**src/rtl/alu_sequencer_if.sv**
```systemverilog
// Handshake and adder bus between the sequencer, its requester, the adder unit and the register file.
interface alu_sequencer_if;
    logic       start;
    logic [7:0] instr;
    logic [7:0] b_in;
    logic [7:0] c_in;
    logic [7:0] adder_sum;
    logic       adder_carry;
    logic [7:0] adder_b;
    logic [7:0] adder_c;
    logic [7:0] result;
    logic       we_a;
    logic       we_d;
    logic       flag_sign;
    logic       flag_zero;
    logic       flag_carry;
    logic       busy;
    logic       done;
    logic       illegal;

    // Requester side: issues instructions and hosts the adder unit.
    modport master (
        output start, instr, b_in, c_in, adder_sum, adder_carry,
        input  adder_b, adder_c, result, we_a, we_d,
               flag_sign, flag_zero, flag_carry, busy, done, illegal
    );

    // Sequencer side.
    modport slave (
        input  start, instr, b_in, c_in, adder_sum, adder_carry,
        output adder_b, adder_c, result, we_a, we_d,
               flag_sign, flag_zero, flag_carry, busy, done, illegal
    );
endinterface

```
**src/rtl/alu_sequencer.sv**
```systemverilog
// Multi-cycle ALU controller: decode 1000 r fff, hold operands on the shared
// adder for a settle interval, then latch result/flags and strobe A or D.
module alu_sequencer #(
    parameter int unsigned SETTLE_CYCLES = 4
) (
    input  logic           clk,
    input  logic           reset,
    alu_sequencer_if.slave bus
);
    localparam int unsigned CNT_W = $clog2(SETTLE_CYCLES + 1);

    typedef enum logic [1:0] {IDLE, SELECT, SETTLE, LATCH} state_t;

    localparam logic [2:0] FN_ADD = 3'd0;
    localparam logic [2:0] FN_INC = 3'd1;
    localparam logic [2:0] FN_AND = 3'd2;
    localparam logic [2:0] FN_OR  = 3'd3;
    localparam logic [2:0] FN_XOR = 3'd4;
    localparam logic [2:0] FN_NOT = 3'd5;
    localparam logic [2:0] FN_SHL = 3'd6;
    localparam logic [2:0] FN_CLR = 3'd7;

    state_t           state_q,   state_nxt;
    logic [CNT_W-1:0] cnt_q,     cnt_nxt;
    logic [7:0]       b_q,       b_nxt;
    logic [7:0]       c_q,       c_nxt;
    logic [7:0]       adc_q,     adc_nxt;
    logic [2:0]       fn_q,      fn_nxt;
    logic             dest_q,    dest_nxt;
    logic [7:0]       result_q,  result_nxt;
    logic             sign_q,    sign_nxt;
    logic             zero_q,    zero_nxt;
    logic             carry_q,   carry_nxt;
    logic             we_a_q,    we_a_nxt;
    logic             we_d_q,    we_d_nxt;
    logic             busy_q,    busy_nxt;
    logic             done_q,    done_nxt;
    logic             illegal_q, illegal_nxt;
    logic [7:0]       res_c;
    logic             cry_c;

    // Function unit: arithmetic comes from the adder, the rest is local logic.
    always_comb begin
        res_c = 8'h00;
        cry_c = 1'b0;
        case (fn_q)
            FN_ADD, FN_INC: begin
                res_c = bus.adder_sum;
                cry_c = bus.adder_carry;
            end
            FN_AND: res_c = b_q & c_q;
            FN_OR:  res_c = b_q | c_q;
            FN_XOR: res_c = b_q ^ c_q;
            FN_NOT: res_c = ~b_q;
            FN_SHL: res_c = {b_q[6:0], b_q[7]};
            FN_CLR: res_c = 8'h00;
            default: res_c = 8'h00;
        endcase
    end

    // Next-state and next-output logic.
    always_comb begin
        state_nxt   = state_q;
        cnt_nxt     = cnt_q;
        b_nxt       = b_q;
        c_nxt       = c_q;
        adc_nxt     = adc_q;
        fn_nxt      = fn_q;
        dest_nxt    = dest_q;
        result_nxt  = result_q;
        sign_nxt    = sign_q;
        zero_nxt    = zero_q;
        carry_nxt   = carry_q;
        busy_nxt    = busy_q;
        we_a_nxt    = 1'b0;
        we_d_nxt    = 1'b0;
        done_nxt    = 1'b0;
        illegal_nxt = 1'b0;
        case (state_q)
            IDLE: begin
                if (bus.start) begin
                    if (bus.instr[7:4] == 4'b1000) begin
                        b_nxt     = bus.b_in;
                        c_nxt     = bus.c_in;
                        adc_nxt   = (bus.instr[2:0] == FN_INC) ? 8'h01 : bus.c_in;
                        fn_nxt    = bus.instr[2:0];
                        dest_nxt  = bus.instr[3];
                        busy_nxt  = 1'b1;
                        state_nxt = SELECT;
                    end else begin
                        illegal_nxt = 1'b1;
                    end
                end
            end
            SELECT: begin
                cnt_nxt   = CNT_W'(SETTLE_CYCLES);
                state_nxt = SETTLE;
            end
            SETTLE: begin
                cnt_nxt = cnt_q - CNT_W'(1);
                if (cnt_q <= CNT_W'(1)) begin
                    state_nxt = LATCH;
                end
            end
            LATCH: begin
                result_nxt = res_c;
                carry_nxt  = cry_c;
                zero_nxt   = (res_c == 8'h00);
                sign_nxt   = res_c[7];
                we_a_nxt   = ~dest_q;
                we_d_nxt   = dest_q;
                done_nxt   = 1'b1;
                busy_nxt   = 1'b0;
                state_nxt  = IDLE;
            end
            default: state_nxt = IDLE;
        endcase
    end

    // State and output registers; reset aborts any operation in flight.
    always_ff @(posedge clk) begin
        if (reset) begin
            state_q   <= IDLE;
            cnt_q     <= '0;
            b_q       <= 8'h00;
            c_q       <= 8'h00;
            adc_q     <= 8'h00;
            fn_q      <= 3'd0;
            dest_q    <= 1'b0;
            result_q  <= 8'h00;
            sign_q    <= 1'b0;
            zero_q    <= 1'b0;
            carry_q   <= 1'b0;
            we_a_q    <= 1'b0;
            we_d_q    <= 1'b0;
            busy_q    <= 1'b0;
            done_q    <= 1'b0;
            illegal_q <= 1'b0;
        end else begin
            state_q   <= state_nxt;
            cnt_q     <= cnt_nxt;
            b_q       <= b_nxt;
            c_q       <= c_nxt;
            adc_q     <= adc_nxt;
            fn_q      <= fn_nxt;
            dest_q    <= dest_nxt;
            result_q  <= result_nxt;
            sign_q    <= sign_nxt;
            zero_q    <= zero_nxt;
            carry_q   <= carry_nxt;
            we_a_q    <= we_a_nxt;
            we_d_q    <= we_d_nxt;
            busy_q    <= busy_nxt;
            done_q    <= done_nxt;
            illegal_q <= illegal_nxt;
        end
    end

    assign bus.adder_b    = b_q;
    assign bus.adder_c    = adc_q;
    assign bus.result     = result_q;
    assign bus.flag_sign  = sign_q;
    assign bus.flag_zero  = zero_q;
    assign bus.flag_carry = carry_q;
    assign bus.we_a       = we_a_q;
    assign bus.we_d       = we_d_q;
    assign bus.busy       = busy_q;
    assign bus.done       = done_q;
    assign bus.illegal    = illegal_q;
endmodule

```
**src/flat_wrapper.sv**
```systemverilog
// flat-port wrapper written by rule: the top's interface ports become plain ports
module alu_sequencer_flat 
#(
    parameter int unsigned SETTLE_CYCLES = 4
)
  (clk, reset, bus_start, bus_instr, bus_b_in, bus_c_in, bus_adder_sum, bus_adder_carry, bus_adder_b, bus_adder_c, bus_result, bus_we_a, bus_we_d, bus_flag_sign, bus_flag_zero, bus_flag_carry, bus_busy, bus_done, bus_illegal);
  alu_sequencer_if bus_i ();
  input  logic clk;
  input  logic reset;
  input wire logic [$bits(bus_i.start)-1:0] bus_start;
  input wire logic [$bits(bus_i.instr)-1:0] bus_instr;
  input wire logic [$bits(bus_i.b_in)-1:0] bus_b_in;
  input wire logic [$bits(bus_i.c_in)-1:0] bus_c_in;
  input wire logic [$bits(bus_i.adder_sum)-1:0] bus_adder_sum;
  input wire logic [$bits(bus_i.adder_carry)-1:0] bus_adder_carry;
  output wire logic [$bits(bus_i.adder_b)-1:0] bus_adder_b;
  output wire logic [$bits(bus_i.adder_c)-1:0] bus_adder_c;
  output wire logic [$bits(bus_i.result)-1:0] bus_result;
  output wire logic [$bits(bus_i.we_a)-1:0] bus_we_a;
  output wire logic [$bits(bus_i.we_d)-1:0] bus_we_d;
  output wire logic [$bits(bus_i.flag_sign)-1:0] bus_flag_sign;
  output wire logic [$bits(bus_i.flag_zero)-1:0] bus_flag_zero;
  output wire logic [$bits(bus_i.flag_carry)-1:0] bus_flag_carry;
  output wire logic [$bits(bus_i.busy)-1:0] bus_busy;
  output wire logic [$bits(bus_i.done)-1:0] bus_done;
  output wire logic [$bits(bus_i.illegal)-1:0] bus_illegal;
  assign bus_i.start = bus_start;
  assign bus_i.instr = bus_instr;
  assign bus_i.b_in = bus_b_in;
  assign bus_i.c_in = bus_c_in;
  assign bus_i.adder_sum = bus_adder_sum;
  assign bus_i.adder_carry = bus_adder_carry;
  assign bus_adder_b = bus_i.adder_b;
  assign bus_adder_c = bus_i.adder_c;
  assign bus_result = bus_i.result;
  assign bus_we_a = bus_i.we_a;
  assign bus_we_d = bus_i.we_d;
  assign bus_flag_sign = bus_i.flag_sign;
  assign bus_flag_zero = bus_i.flag_zero;
  assign bus_flag_carry = bus_i.flag_carry;
  assign bus_busy = bus_i.busy;
  assign bus_done = bus_i.done;
  assign bus_illegal = bus_i.illegal;
  alu_sequencer #(.SETTLE_CYCLES(SETTLE_CYCLES)) u_core (.clk(clk), .reset(reset), .bus(bus_i));
endmodule
```
**config.mk**
```make
export PLATFORM = sky130hd
export DESIGN_NAME = alu_sequencer_flat
export DESIGN_NICKNAME = d
export VERILOG_FILES = /design/src/rtl/alu_sequencer_if.sv /design/src/rtl/alu_sequencer.sv /design/src/flat_wrapper.sv
export SDC_FILE = /design/constraint.sdc
export NUM_CORES = 1
export LEC_CHECK = 0
export ABC_AREA = 0
export ABC_CLOCK_PERIOD_IN_PS = 2200
export CAP_MARGIN = 40
export CORE_UTILIZATION = 45
export CTS_BUF_LIST = sky130_fd_sc_hd__clkbuf_8 sky130_fd_sc_hd__clkbuf_16
export DETAILED_ROUTE_END_ITERATION = 10
export MAX_ROUTING_LAYER = met4
export PLACE_DENSITY = 0.79
export SETUP_SLACK_MARGIN = 0.02
export SYNTH_ARGS = -nofsm -noshare
export SYNTH_HDL_FRONTEND = slang
export SYNTH_SLANG_ARGS = --single-unit
export TNS_END_PERCENT = 50
```
**constraint.sdc**
```tcl
create_clock -name clk -period 2.2 [get_ports clk]
set_input_delay 0.66 -clock clk [delete_from_list [all_inputs] [get_ports clk]]
set_output_delay 0.66 -clock clk [all_outputs]
set_load 0.01 [all_outputs]
```
# Yosys cells after proc, flatten, opt, wreduce, memory -nomap -nowiden
# Index checks and enable logic that the tools add are counted.
classes:
  muxes: 13
  mul: 0
  reduce_logical: 11
  n_eq_ne: 15
  add_sub_neg: 1
  bitwise_logic: 8
  order_cmp: 1
  n_div: 0
  shift: 0
op_table:
  columns: ["operator", "n"]
  rows:
  - ["$pmux W8 S7", 1]
  - ["$eq A3 B3 Y1 const B", 4]
  - ["$reduce_and A3 Y1", 3]
  - ["$and A8 B8 Y8", 1]
  - ["$logic_not A8 Y1", 1]
  - ["$mux W8", 1]
  - ["$not A8 Y8", 1]
  - ["$or A8 B8 Y8", 1]
  - ["$pmux W2 S4", 1]
  - ["$xor A8 B8 Y8", 1]
  - ["$eq A3 B1 Y1 const B", 2]
  - ["$eq A3 B2 Y1 const B", 2]
  - ["$mux W2", 3]
  - ["$pmux W3 S2", 1]
  - ["$mux W1", 5]
  - ["$eq A2 B2 Y1 const B", 2]
  - ["$eq A4 B4 Y1 const B", 1]
  - ["$ne A2 B1 Y1 const B", 2]
  - ["$not A1 Y1", 4]
  - ["$reduce_bool A2 Y1", 2]
  - ["$reduce_or A2 Y1", 2]
  - ["$le A3 B1 Y1 const B", 1]
  - ["$logic_not A3 Y1", 1]
  - ["$reduce_or A3 Y1", 1]
  - ["5 further kinds", 5]
totals:
  memories: 0
  latch_bits: 0
  in_bits: 36
  ram_bits: 0
  word_cells: 65
  mem_bits_ro: 0
  ff_bits: 49
  out_inout_bits: 32

# Depth between registers and ports, before layout
depth:
  depth_word: 4
  ltp_mapped: 8

# Least setup slack after synthesis
# Ideal clock, no wire load.
synth_timing:
  path_kind: "input to register"
  startpoint: "input bus_instr[5]"
  endpoint: "register u_core.state_q[0]"
  arrival_ps: 1742
  setup_time_ps: 86
  n_path_buf: 0
  cell_stages: 4
  slack_ps: 372
  t_required_ps: 2114
  path_cell_list: "or4b_4 o21ai_2 nand2_1 a221oi_2"
synth_between:
  elab_chain_len: 3
synth_lines:
  columns: ["item", "line", "rtl"]
  rows:
  - ["start, declared", "flat_wrapper.sv:11", "input wire logic [$bits(bus_i.instr)-1:0] bus_instr;"]
  - ["$eq A4 B4 Y1", "alu_sequencer.sv:82", "if (bus.instr[7:4] == 4'b1000) begin"]
  - ["$ne A2 B1 Y1 (no line)", null, null]
  - ["$reduce_and A3 Y1 (no line)", null, null]
  - ["end signal, assigned", "alu_sequencer.sv:140", "state_q <= state_nxt;"]
  - ["end, declared", "alu_sequencer.sv:23", "state_t state_q, state_nxt;"]
# No other way between the ends.
# A chain may end at the register's enable or synchronous reset.

# Worst setup path in the final report
layout_timing:
  startpoint: "register u_core.b_q[6], in the netlist u_core.bus.adder_b[6]"
  endpoint: "output bus_adder_b[6]"
layout_lines:
  columns: ["item", "line", "rtl"]
  rows:
  - ["start, declared", "alu_sequencer.sv:25", "logic [7:0] b_q, b_nxt;"]
  - ["start signal, assigned", "alu_sequencer.sv:142", "b_q <= b_nxt;"]
  - ["end, declared", "flat_wrapper.sv:16", "output wire logic [$bits(bus_i.adder_b)-1:0] bus_adder_b;"]
# No word-level cell between the ends.

==> results.md <==
- Per-cell routed wire length: between 10 and 15 um
- Number of diodes added for antenna fixing: 0
- Num ports: 68
- Initial core utilization: 47.3%
- DRC Markers: 0
- Gate count of the mapped netlist: 319
- Clock input transition at the sequential cells of the worst setup and hold paths: 0.09 ns
- Post-place instance area: 3380 um^2
- Internal power: 0.00148 W
- Final slew viol count: 0
- Min Tclk post-route: ~2 ns
- Final design utilization: between 60% and 70%
- Worst Setup End Kind: output pin
- Worst path required time: 1.54 ns
- Number of H-tree levels: 2
- Global-route congestion overflow total: 0
- Predominant post-synthesis flop cell: sky130_fd_sc_hd__dfxtp_1
- Cell taking the most area after synthesis: sky130_fd_sc_hd__dfxtp_1
- Share of synthesized area occupied by flip-flops and latches: 36.5%
- HPWL Detailed: between 4000 and 5000 um
- Fraction of registers with async set or reset after synthesis: 0%
- Number of buffers added for setup after CTS: 0
- Hold Violations, Final: 0
- Portion of synthesized cell area occupied by the leading cell type: 36.5%
- Critical path data arrival time: 1.37 ns
- Largest net degree at the start of global routing: 46
- Reg2reg setup slack: 0.29 ns
- Number of synthesized flops with an enable pin: 0
- Maximum achievable frequency: 0.493 GHz
- IR Drop Worst-Case VDD: 390 uV
- Crit path buf inv count: 1
- Routed WL: 6030 um
- Iter 0 DRT Violations: 147
- RSZ-0062 raised after global routing: false
- Part of the power in the clock network: 31.1%
- Cell area after technology mapping: 2630 um^2
- Detailed Routing Iterations Pass 1: 4
- Die Height: just under 80 um
- Combinational fraction of design power: about 22%
- Number of non-filler instances in the completed layout: about 460
- Clock network latency to the later pin of the worst-skew pair: 0.30 ns
- Leakage power: 1.23 nW
- Maximum fanout along the worst path: 6
- Category of the critical setup timing path: reg -> out
- Worst stage delay on the critical path: between 0.5 and 0.6 ns
- Post-route cell area: about 3500 um^2
- Residual antenna-violating net count after detailed routing: 0
- GRT Util Overall: between 20% and 30%
- Final weighted congestion in routability-driven placement: 0.787
- Slowest cell on the critical path: sky130_fd_sc_hd__clkdlybuf4s50_1
- Distinct cell type count after synthesis: 43
- Number of buffers on the longest clock path: 2
- Number of global-route vias before repair: roughly 2200
- Row count: 27
- Number of vias in the routed layout: 2367
- Max-cap violation count: 0
- Sw power: 0.000559 W
- Cell family with most CP delay: buffers and inverters
- Final clock skew: roughly 0.0042 ns
- Count of warnings emitted by yosys: 0
- Final TNS setup: 0 ns
- Cts-stage hold buffer count: 0
- Area added between synthesis and finish: 32.6%
- CP startpoint kind: register
- Area inside the core boundary: 5570 um^2
- TritonCTS Sinks: 48
- Class of the tightest hold or removal check: reg -> reg
- Commonest non-fill, non-tap cell in the layout: sky130_fd_sc_hd__clkdlybuf4s50_1
- Post-cts sizing count: 0
- Tcrit/Tclk final: between 90% and 100%
- Total Die Area: 6160 um^2
- Seq cells post-synth: 48
- Outcome: finished, final reports clean
- Clock tree from TritonCTS: yes
- Ordered cell list for the critical path: clkdlybuf4s50_1
- Part of the power in registers: between 40 and 50%
- Power density over the cells: slightly below 600 nW/um^2
- Switch share: a little over a quarter
- Main area contributors after synthesis: sky130_fd_sc_hd__dfxtp_1 36%, sky130_fd_sc_hd__ha_1 10%, sky130_fd_sc_hd__nand2_1 7.6%
- Antenna violations before repair: 0
- Horizontal die dimension: about 79 um
- Slew HR: around 63%
- # setup viols final: 0
- Final Net Count: 440
- Count of buffers inserted at the top-level ports: 67
- Average cell area after synthesis: roughly 8.3 um^2
- Clock root buffer: sky130_fd_sc_hd__clkbuf_8
- Number of placed instances, taps included: around 450
- Top library cells by usage in the layout, fill and taps aside: 67 x sky130_fd_sc_hd__clkdlybuf4s50_1, 53 x sky130_fd_sc_hd__nand2_1, 48 x sky130_fd_sc_hd__dfxtp_1, 39 x sky130_fd_sc_hd__a21oi_1, 26 x sky130_fd_sc_hd__inv_1
- Pre-CTS setup slack: -0.116 ns
- Number of buffers created by CTS: 5
- Crit path setup slack, layout: 0.173 ns
- Wire length of the first global-routing pass: 10100 um
- Share of final-layout standard cells stronger than drive strength 1: 8.09%
- Detail-routed via count per cell: 5.20
- Actual transition at the worst max-transition pin: 0.557 ns
- Synthesized Nets: 377
## path summary, 6_finish.rpt
| path | start | to | depth (start not counted) |
|---|---|---|---|
| setup / recovery | u_core.bus.adder_b[6] | bus_adder_b[6] | 1 |
| setup reg to reg | u_core.bus.adder_b[7] | u_core.bus.flag_zero | 7 |
| hold reg to reg | u_core.dest_q | u_core.bus.we_a | 1 |
| hold / removal | u_core.dest_q | u_core.bus.we_a | 1 |
## sequential cells by signal, summed over array words and instances (netlist names)
| signal | flops |
|---|---|
| u_core.bus.illegal | 1 |
| u_core.bus.flag_zero | 1 |
| u_core.bus.busy | 1 |
| u_core.bus.flag_carry | 1 |
| u_core.bus.adder_c | 8 |
| u_core.bus.done | 1 |
| u_core.bus.we_a | 1 |
| u_core.cnt_q | 3 |
| u_core.state_q | 2 |
| u_core.bus.adder_b | 8 |
| u_core.bus.flag_sign | 1 |
| u_core.bus.result | 7 |
| u_core.dest_q | 1 |
| u_core.bus.we_d | 1 |
| u_core.fn_q | 3 |
| u_core.c_q | 8 |
## stage by stage
stage          hold slack (ns)  power [W]
2_1_floorplan            0.406    0.00124
3_3_place_gp             0.442    0.00140
3_5_place_dp             0.449    0.00143
4_1_cts                  0.462    0.00206
5_1_grt                  0.484    0.00216
6_report                 0.450    0.00204
## synth_stat cells (4+ instances only)
| cell type | instances |
|---|---|
| sky130_fd_sc_hd__buf_6 | 4 |
| sky130_fd_sc_hd__inv_1 | 26 |
| sky130_fd_sc_hd__ha_1 | 22 |
| sky130_fd_sc_hd__clkbuf_1 | 10 |
| sky130_fd_sc_hd__nor2_1 | 19 |
| sky130_fd_sc_hd__a21oi_1 | 39 |
| sky130_fd_sc_hd__a211oi_1 | 9 |
| sky130_fd_sc_hd__nor2b_1 | 4 |
| sky130_fd_sc_hd__buf_4 | 4 |
| sky130_fd_sc_hd__mux2i_1 | 9 |
| sky130_fd_sc_hd__nand3_1 | 10 |
| sky130_fd_sc_hd__nand2b_1 | 15 |
| sky130_fd_sc_hd__dfxtp_1 | 48 |
| sky130_fd_sc_hd__o21ai_0 | 4 |
| sky130_fd_sc_hd__buf_2 | 4 |
| sky130_fd_sc_hd__nand2_1 | 53 |
## final cells by class
class | count | area [um^2]
multi-input combinational | 223 | 1440
sequential | 48 | 961
timing repair buffer | 78 | 791
inverter | 26 | 97.6
fill | 503 | 2080
clock buffer | 5 | 68.8
tap | 72 | 90.1
clock inverter | 3 | 42.5
## power groups by stage
stage	clock [W]	sequential, W	combinational, W
2_1_floorplan	0	0.000970	0.000266
3_3_place_gp	0	0.000968	0.000435
3_5_place_dp	0	0.000972	0.000454
4_1_cts	0.000651	0.000953	0.000456
5_1_grt	0.000696	0.000961	0.000501
6_report	0.000635	0.000952	0.000455
## logic make-up after synthesis
kind of cell | Yosys count | synth area share, %
buffers and inverters | 48 | 8.74
flip-flops | 48 | 36.5
AND/OR/NAND/NOR | 116 | 21.2
multiplexers | 13 | 5.56
adder cells (fa/ha/maj) | 22 | 10.5
AO/OA/AOI/OAI | 72 | 17.5
## metal layers
metal  share of wire [%]  routed length, um  GRT usage (%)
met1                  46               2800           26.3
met2                  48               2870           34.5
met3                 4.3                261           3.84
met4                 1.7                102           8.70
met5                   0                  0              -
(Power assumes the default switching activity.)
